--- config.mk ---
export PLATFORM = sky130hd
export DESIGN_NAME = recip_iter_unit
export DESIGN_NICKNAME = d
export VERILOG_FILES = /design/src/rtl/recip_pkg.sv /design/src/rtl/recip_seed_lut.sv /design/src/rtl/recip_iter_unit.sv
export SDC_FILE = /design/constraint.sdc
export NUM_CORES = 2
export LEC_CHECK = 0
export ABC_AREA = 0
export CORE_MARGIN = 8
export CORE_UTILIZATION = 50
export CTS_CLUSTER_DIAMETER = 200
export DETAILED_ROUTE_END_ITERATION = 6
export HOLD_SLACK_MARGIN = 0.12
export PLACE_DENSITY = 0.7
export SYNTH_ARGS = -nofsm -noshare
export SYNTH_HDL_FRONTEND = slang
export SYNTH_SLANG_ARGS = --single-unit
--- constraint.sdc ---
create_clock -name clk -period 17.9 [get_ports clk]
set_clock_uncertainty 0.05 [all_clocks]
set_input_delay 1.79 -clock clk [delete_from_list [all_inputs] [get_ports clk]]
set_output_delay 1.79 -clock clk [all_outputs]
set_load 0.01 [all_outputs]
--- src/rtl/recip_pkg.sv ---
// Shared types, constants, seed table and result packing for the reciprocal unit.
package recip_pkg;

  typedef enum logic [2:0] {IDLE, SEED, ITER_A, ITER_B, PACK} state_t;

  typedef struct packed {
    logic nan;
    logic div_by_zero;
    logic underflow;
  } flags_t;

  localparam logic [24:0] TWO_Q2_23 = 25'h1000000;
  localparam logic [31:0] QNAN      = 32'h7FC00000;
  localparam int          EXP_BIAS  = 127;

  // Entry i = round(2^23 / (0.5 + (2i+1)/64)), Q1.23 estimate of 1/d at the interval midpoint.
  localparam logic [23:0] SEED_TABLE [16] = '{
    24'hF83E10, 24'hEA0EA1, 24'hDD67C9, 24'hD20D21,
    24'hC7CE0C, 24'hBE82FA, 24'hB60B61, 24'hAE4C41,
    24'hA72F05, 24'hA0A0A1, 24'h9A90E8, 24'h94F209,
    24'h8FB824, 24'h8AD8F3, 24'h864B8A, 24'h820821
  };

  // Biased exponent of 1/D; x lies in (1,2) for f!=0, which costs one extra step.
  function automatic logic signed [9:0] out_exp(input logic [7:0] e, input logic [22:0] f);
    logic [9:0] base;
    base = (f == 23'h0) ? 10'(2*EXP_BIAS) : 10'(2*EXP_BIAS - 1);
    return signed'(base - {2'b00, e});
  endfunction

  function automatic logic [31:0] pack_result(input logic [31:0] op, input logic [22:0] xf);
    logic [31:0]       r;
    logic signed [9:0] ex;
    ex = out_exp(op[30:23], op[22:0]);
    if (op[30:23] == 8'hFF)
      r = (op[22:0] != 23'h0) ? QNAN : {op[31], 31'h0};
    else if (op[30:23] == 8'h00)
      r = {op[31], 8'hFF, 23'h0};
    else if (ex <= 10'sd0)
      r = {op[31], 31'h0};
    else
      r = {op[31], ex[7:0], (op[22:0] == 23'h0) ? 23'h0 : xf};
    return r;
  endfunction

  function automatic flags_t pack_flags(input logic [31:0] op);
    flags_t fl;
    fl = '0;
    if (op[30:23] == 8'hFF)
      fl.nan = (op[22:0] != 23'h0);
    else if (op[30:23] == 8'h00)
      fl.div_by_zero = 1'b1;
    else
      fl.underflow = (out_exp(op[30:23], op[22:0]) <= 10'sd0);
    return fl;
  endfunction

endpackage

--- src/rtl/recip_seed_lut.sv ---
// Combinational seed lookup: top four fraction bits select a Q1.23 reciprocal estimate.
module recip_seed_lut
  import recip_pkg::*;
(
  input  logic [3:0]  index,
  output logic [23:0] seed
);

  assign seed = SEED_TABLE[index];

endmodule

--- src/rtl/recip_iter_unit.sv ---
// Multi-cycle float reciprocal: LUT seed plus ITER Newton-Raphson rounds on one shared multiplier.
// Optional exception flags port enabled by defining RECIP_EXC_FLAGS_EN.
module recip_iter_unit
  import recip_pkg::*;
#(
  parameter int ITER = 2
) (
  input  logic        clk,
  input  logic        rst_n,
  input  logic        start,
  input  logic [31:0] operand,
  output logic        busy,
  output logic        done,
  output logic [31:0] result
`ifdef RECIP_EXC_FLAGS_EN
  ,
  output logic [2:0]  flags
`endif
);

  localparam logic [1:0] LAST = 2'(ITER - 1);

  state_t      state;
  logic        seed_ph;
  logic [1:0]  cnt;
  logic [31:0] op_q;
  logic [23:0] seed_q;
  logic [23:0] x;
  logic [24:0] t;

  logic [23:0] lut_seed;
  logic [23:0] mant;
  logic [23:0] mul_a;
  logic [24:0] mul_b;
  logic [25:0] prod_top;
  logic [23:0] x_next;

  recip_seed_lut u_lut (
    .index (op_q[22:19]),
    .seed  (lut_seed)
  );

  assign mant = {1'b1, op_q[22:0]};

  // One multiplier: d*x in ITER_A, x*t in ITER_B. Only product bits [48:23] are ever consumed.
  assign mul_a    = (state == ITER_B) ? x : mant;
  assign mul_b    = (state == ITER_B) ? t : {1'b0, x};
  assign prod_top = 26'(({25'b0, mul_a} * {24'b0, mul_b}) >> 23);
  assign x_next   = (prod_top[25:24] != 2'b00) ? 24'hFFFFFF : prod_top[23:0];

  always_ff @(posedge clk) begin
    if (!rst_n) begin
      state   <= IDLE;
      seed_ph <= 1'b0;
      cnt     <= 2'd0;
      op_q    <= 32'h0;
      seed_q  <= 24'h0;
      x       <= 24'h0;
      t       <= 25'h0;
      busy    <= 1'b0;
      done    <= 1'b0;
      result  <= 32'h0;
`ifdef RECIP_EXC_FLAGS_EN
      flags   <= 3'b000;
`endif
    end else begin
      done <= 1'b0;
      case (state)
        IDLE: begin
          if (start) begin
            op_q    <= operand;
            seed_ph <= 1'b0;
            busy    <= 1'b1;
            state   <= SEED;
          end
        end
        SEED: begin
          // First cycle registers the LUT output, second loads it as x0.
          cnt <= 2'd0;
          if (!seed_ph) begin
            seed_q  <= lut_seed;
            seed_ph <= 1'b1;
          end else begin
            x     <= seed_q;
            state <= ITER_A;
          end
        end
        ITER_A: begin
          t     <= TWO_Q2_23 - {1'b0, prod_top[24:1]};
          state <= ITER_B;
        end
        ITER_B: begin
          x <= x_next;
          if (cnt == LAST) begin
            state <= PACK;
          end else begin
            cnt   <= cnt + 2'd1;
            state <= ITER_A;
          end
        end
        PACK: begin
          result <= pack_result(op_q, x[22:0]);
`ifdef RECIP_EXC_FLAGS_EN
          flags  <= pack_flags(op_q);
`endif
          done   <= 1'b1;
          busy   <= 1'b0;
          state  <= IDLE;
        end
        default: state <= IDLE;
      endcase
    end
  end

endmodule

Yosys cells after proc, flatten, opt, wreduce, memory -nomap -nowiden --
Memories as Yosys holds them, arrays and structs flattened. A register that Yosys moved wholly into a read port is not among the register bits. Cells that the tools add are included.
Word-level totals: register bits after elaboration 121, latch bits 0, RAM bits 0, ROM bits 384, input port bits 35, output and inout port bits 34, logic and storage cells 64, memories kept 1
Memory list:
- (no name shown) | depth 16, bits a word 24, rd ports 1, clocked after Yosys merged registers in 1, write ports 0, line recip_seed_lut.sv:9 | assign seed = SEED_TABLE[index];
Cells by class: add/sub/neg operators 3, $mul 1, div/mod/pow operators 0, $lt $le $gt $ge 1, eq/ne operators 9, shift operators 0, muxes and demuxes 22, bitwise operators 2, reductions and logical operators 16
Operators with widths (number):
- $mux W24 | 3
- $mux W32 | 2
- $mux W31 | 2
- $mul A24 B25 Y49 | 1
- $pmux W24 S2 | 1
- $mux W25 | 1
- $sub A25 B24 Y25 const A | 1
- $logic_not A23 Y1 | 1
- $mux W23 | 1
- $reduce_bool A23 Y1 | 1
- $reduce_and A2 Y1 | 7
- $pmux W3 S4 | 1
- $le A9 B1 Y1 const B | 1
- $mux W3 | 3
- $sub A8 B8 Y9 | 1
- $eq A8 B8 Y1 const B | 1
- $logic_not A8 Y1 | 1
- $reduce_bool A2 Y1 | 4
- $eq A3 B2 Y1 const B | 2
- $ne A2 B2 Y1 const B | 3
- $not A4 Y5 | 1
- $mux W2 | 2
- $pmux W1 S2 | 2
- $pmux W2 S2 | 1
- 8 further kinds | 10

Longest topological paths before layout --
depth after elaboration 7, depth in mapped cells 38, depth with buffers taken out 32

Hierarchy --
A second synthesis with hierarchy kept.
Second synthesis, totals: cell total of the unflattened synthesis 3343, area total of the unflattened synthesis 27216.1 um^2
Modules (own cells, without submodules):
- recip_iter_unit | instances 1, cells each 3255, area an instance 26628.0 um^2, sequential area each 2902.8 um^2
- recip_seed_lut | instances 1, cells each 88, area an instance 588.1 um^2, sequential area each 0.0 um^2

Least setup slack after synthesis --
No wires, ideal clock.
kind reg2reg, from register state[2], to register t[22], setup time 0.122 ns, arrival time 8.953 ns, data required time 17.728 ns, setup slack 8.774 ns, cell stages (with the launch flop) 30, path buffers 4, clock period less this slack 9.126 ns, cells stage by stage dfxtp_1 > buf_2 > nand3b_1 > clkbuf_1 > buf_1 > clkbuf_1 > mux2i_1 > nor2_1 > fa_1 > fa_1 > inv_1 > fa_1 > inv_1 > fa_1 > fa_1 > fa_1 > inv_1 > fa_1 > inv_1 > ha_1 > nand4_2 > or4_4 > or4b_4 > nand3_4 > o211ai_4 > and3_4 > nor4_4 > nor4b_4 > a211oi_1 > a311o_1
On the way: longest elaborated chain between the ends 4, elaborated cells on any way between the ends 6, those cells by class 1 x add/sub; 1 x mul; 2 x eq/ne; 2 x mux
RTL lines:
- start: declaration | line recip_iter_unit.sv:23 | state_t state;
- start signal: assignment | line recip_iter_unit.sv:53 | state <= IDLE;
- start signal: assignment | line recip_iter_unit.sv:74 | state <= SEED;
- start signal: assignment | line recip_iter_unit.sv:85 | state <= ITER_A;
- $eq A3 B2 Y1 | line recip_iter_unit.sv:46, recip_iter_unit.sv:47
- $mux W24 / $mux W25 (equally long branches) | line recip_iter_unit.sv:46, recip_iter_unit.sv:47
- $mul A24 B25 Y49 | line recip_iter_unit.sv:48 | assign prod_top = 26'(({25'b0, mul_a} * {24'b0, mul_b}) >> 23);
- $sub A25 B24 Y25 | line recip_iter_unit.sv:89 | t <= TWO_Q2_23 - {1'b0, prod_top[24:1]};
- end signal: assignment | line recip_iter_unit.sv:89
- end: declaration | line recip_iter_unit.sv:29 | logic [24:0] t;
Parallel ways exist; a longest one is shown, timed or not. A chain may end at the register's enable or synchronous reset.

Worst setup path after layout --
from register state[0], to register t[18]
The elaborated chain is that of the path after synthesis.

==> results by group <==
Worst setup path
  • Slowest stage cell on the critical path: nand2_1
  • Critical Path Start: state[0]
  • Critical path class: reg -> reg
  • R2r setup slk: 6900 ps
  • Worst-path fanout max: 58
  • RR Endpoint: t[18]
  • CP peak stage delay: 780 ps
  • R2R Path Start: state[0]
  • Worst R2R Path Depth: 31
  • Startpoint types: register
  • Worst path arrival time: 11280 ps
  • Worst Setup End Kind: register
  • Critical path required time: 18180 ps
  • Cell mode on critical path: fa_1

Pwr
  • Clock Power Share: 39.5%
  • Cell internal pwr: 0.610 mW
  • Pwr per Cell Area: 32.0 mW/mm2
  • Worst VDD drop: 82.9 uV
  • Flop pwr share: 38.8%
  • Leakage: 13.3 nW
  • Combinational share of power: 21.7%
  • Power Total: 0.917 mW
  • Switch Pwr: 0.307 mW
  • Sw Ratio: 33.5%

Route
  • Vias per cell: 5.79
  • DRC: 0
  • Initial DRT Pass Iterations: 6
  • Total Wirelength: 86000 um
  • Drt first-iter violations: 2065
  • Post-route ant nets: 0
  • Met2 routed WL: 39300 um
  • Via Count: 22900
  • Max layer used: met4
  • Per-cell routed wire length: 21.7 um
  • Met1 WL: 33300 um
  • Routed wl met3: 8320 um

Placed design
  • Dpl hpwl: 68300 um
  • Port bufs: 68
  • Final Wtd Congestion: 1.01

STA
  • RSZ-0062 raised after global routing: no
  • Slew headroom: 9.81%
  • Final TNS setup: 0 ps
  • Tmin final: 11000 ps
  • Slew at the pin with the worst max-slew slack: 1350 ps
  • Final setup vio count: 0
  • FMAX: 90.9 MHz
  • Final hold vios: 0
  • Final slew viol count: 0
  • Final cycle utilization of the critical path: 61.5%

Yosys
  • Commonest cells in the netlist: nand2_1, inv_1, fa_1
  • Yosys top cell by area: fa_1
  • Ys async rst share: 0%
  • Post-Syn Area: 0.0266 mm2
  • Top-count cell post-synth: nand2_1
  • Post-synthesis sequential area ratio: 10.9%
  • Netlist cell types: 84
  • Mapped Cells: 3276
  • Synth area leaders: fa_1, dfxtp_1, nand2_1
  • Ys Warns: 0
  • Post-synth EDFFs: 0
  • Register bit total from synthesis: 145
  • Syn_area_per_cell: 8.13 um2
  • Net Count, Synth: 4001
  • Primary FF master, synth: dfxtp_1
  • Share of the synthesized area in the top cell type: 37.9%

Global routing
  • Total gr overflow: 0
  • Via count of the first global-routing pass: 23700
  • Largest net degree at the start of global routing: 60
  • First-pass GRT wire length: 135000 um
  • Initial antenna violation count: 0
  • GR Util All Layers: 28.8%

Cells and area
  • Area growth syn-to-layout: 7.55%
  • Ant. Diodes: 0
  • Final Util: 54.4%
  • Share of cells above drive strength 1: 4.25%
  • Nets: 3985

Die
  • Die width: 247 um
  • Starting density of the core: 50.6%
  • IO Pins: 69
  • Die area: 0.0609 mm2
  • Cell Rows: 84
  • Die H: 247 um
  • Core box area: 0.0527 mm2

Worst hold path
  • Hold path cells: 2
  • WHS Endpoint: busy
  • Hold path startpoint: busy
  • Min-delay worst type: reg -> reg

Clock tree
  • CTS sink count: 145
  • Cts bufs inserted: 17
  • Clk buf depth: 2
  • CTS tree: yes
  • Post_cts resized: 0
  • Hold-fix buffers at CTS: 0
  • Clock Pin Slew Worst Setup and Hold Paths: 60 ps
  • Clock H-tree levels: 4
  • Setup Fix Bufs, Post-CTS: 0
  • Clock Latency Late Sink: 420 ps
  • Root buf cell: clkbuf_16

Job
  • Number of max-cap violations: 0

Status
  • Run status: complete, no violations
-- per-stage QoR --
step / area, um2 / hold slack (ps) / std cells / setup WS (ps)
global route: 28600 / 436 / 3961 / 6430
finish: 28600 / 405 / 3961 / 6900
CTS: 28600 / 406 / 3961 / 7000
global placement: 28000 / 391 / 3929 / 7100
detailed placement: 28000 / 400 / 3929 / 7050
floorplan: 26600 / 382 / 3276 / 8770
-- state kept, by name (all words and copies together), names as in the netlist --
signal,count
cnt,2
done,1
state,3
seed_q,24
t,25
result,32
op_q,32
seed_ph,1
x,24
busy,1
-- critical path: cells and delay by family (launching register included) --
family                     cells  cell delay (ps)
DFF                            1              530
adders and majority gates      9             4160
buffers and inverters          7             1080
xor gates and xnor gates       2              420
and+or+nand+nor               10             3570
AOI/OAI and AO/OA              3             1050
-- routing by layer --
metal	track usage, %	vias to the layer above
li1	-	10200
met1	36.4	11400
met2	46.8	1116
met3	6.00	247
met4	14.3	0
met5	0	-
-- power by group through the flow --
stage	clock [mW]	combinational, mW	sequential (mW)
after floorplan	0	0.128	0.350
after global placement	0	0.192	0.362
after detailed placement	0	0.193	0.362
after CTS	0.366	0.194	0.355
after global routing	0.377	0.214	0.357
final	0.362	0.199	0.356
-- how the worst max path moves through the flow --
stage	cells after the start	slack, ps	end
floorplan	29	8770	t[22]
finish	31	6900	t[18]
global placement	30	7100	t[18]
global route	31	6430	t[18]
detailed placement	30	7050	t[18]
CTS	30	7000	t[18]
-- final cells by class --
cell class	count	area, um2
Fill cell	4903	24000
Inverter	588	2210
Multi-Input combinational cell	2382	21000
Clock buffer	19	443
Clock inverter	13	150
Tap cell	688	861
Sequential cell	145	2900
Timing Repair Buffer	126	1120
-- cells in the final DEF (no fill, tap or decap), drive strengths merged, types with 5 or more instances in the layout --
cell,n
a211o,6
a211oi,14
a21o,15
a21oi,149
a22oi,24
a311oi,8
a31oi,8
and2,27
and3,28
buf,58
clkbuf,19
clkdlybuf4s50,68
clkinv,5
dfxtp,145
fa,504
ha,186
inv,592
mux2i,42
nand2,644
nand2b,5
nand3,32
nand3b,5
nand4,25
nor2,371
nor2b,8
nor3,22
nor4,15
nor4b,5
o211ai,16
o21a,13
o21ai,68
o221ai,25
or2,10
or3,5
or4,6
xnor2,22
xor2,8
-- kinds of logic (layout without fill, tap and decap cells) --
kind of cell               Yosys count  count (layout)  share of synthesized area [%]
xor gates and xnor gates            30              30                          0.987
and+or+nand+nor                   1226            1226                           19.6
DFF                                145             145                           10.9
adders and majority gates          690             690                           46.6
muxes                               44              44                           1.66
AOI/OAI and AO/OA                  392             392                           9.60
buffers and inverters              749             746                           10.6
(Power assumes the default switching activity.)
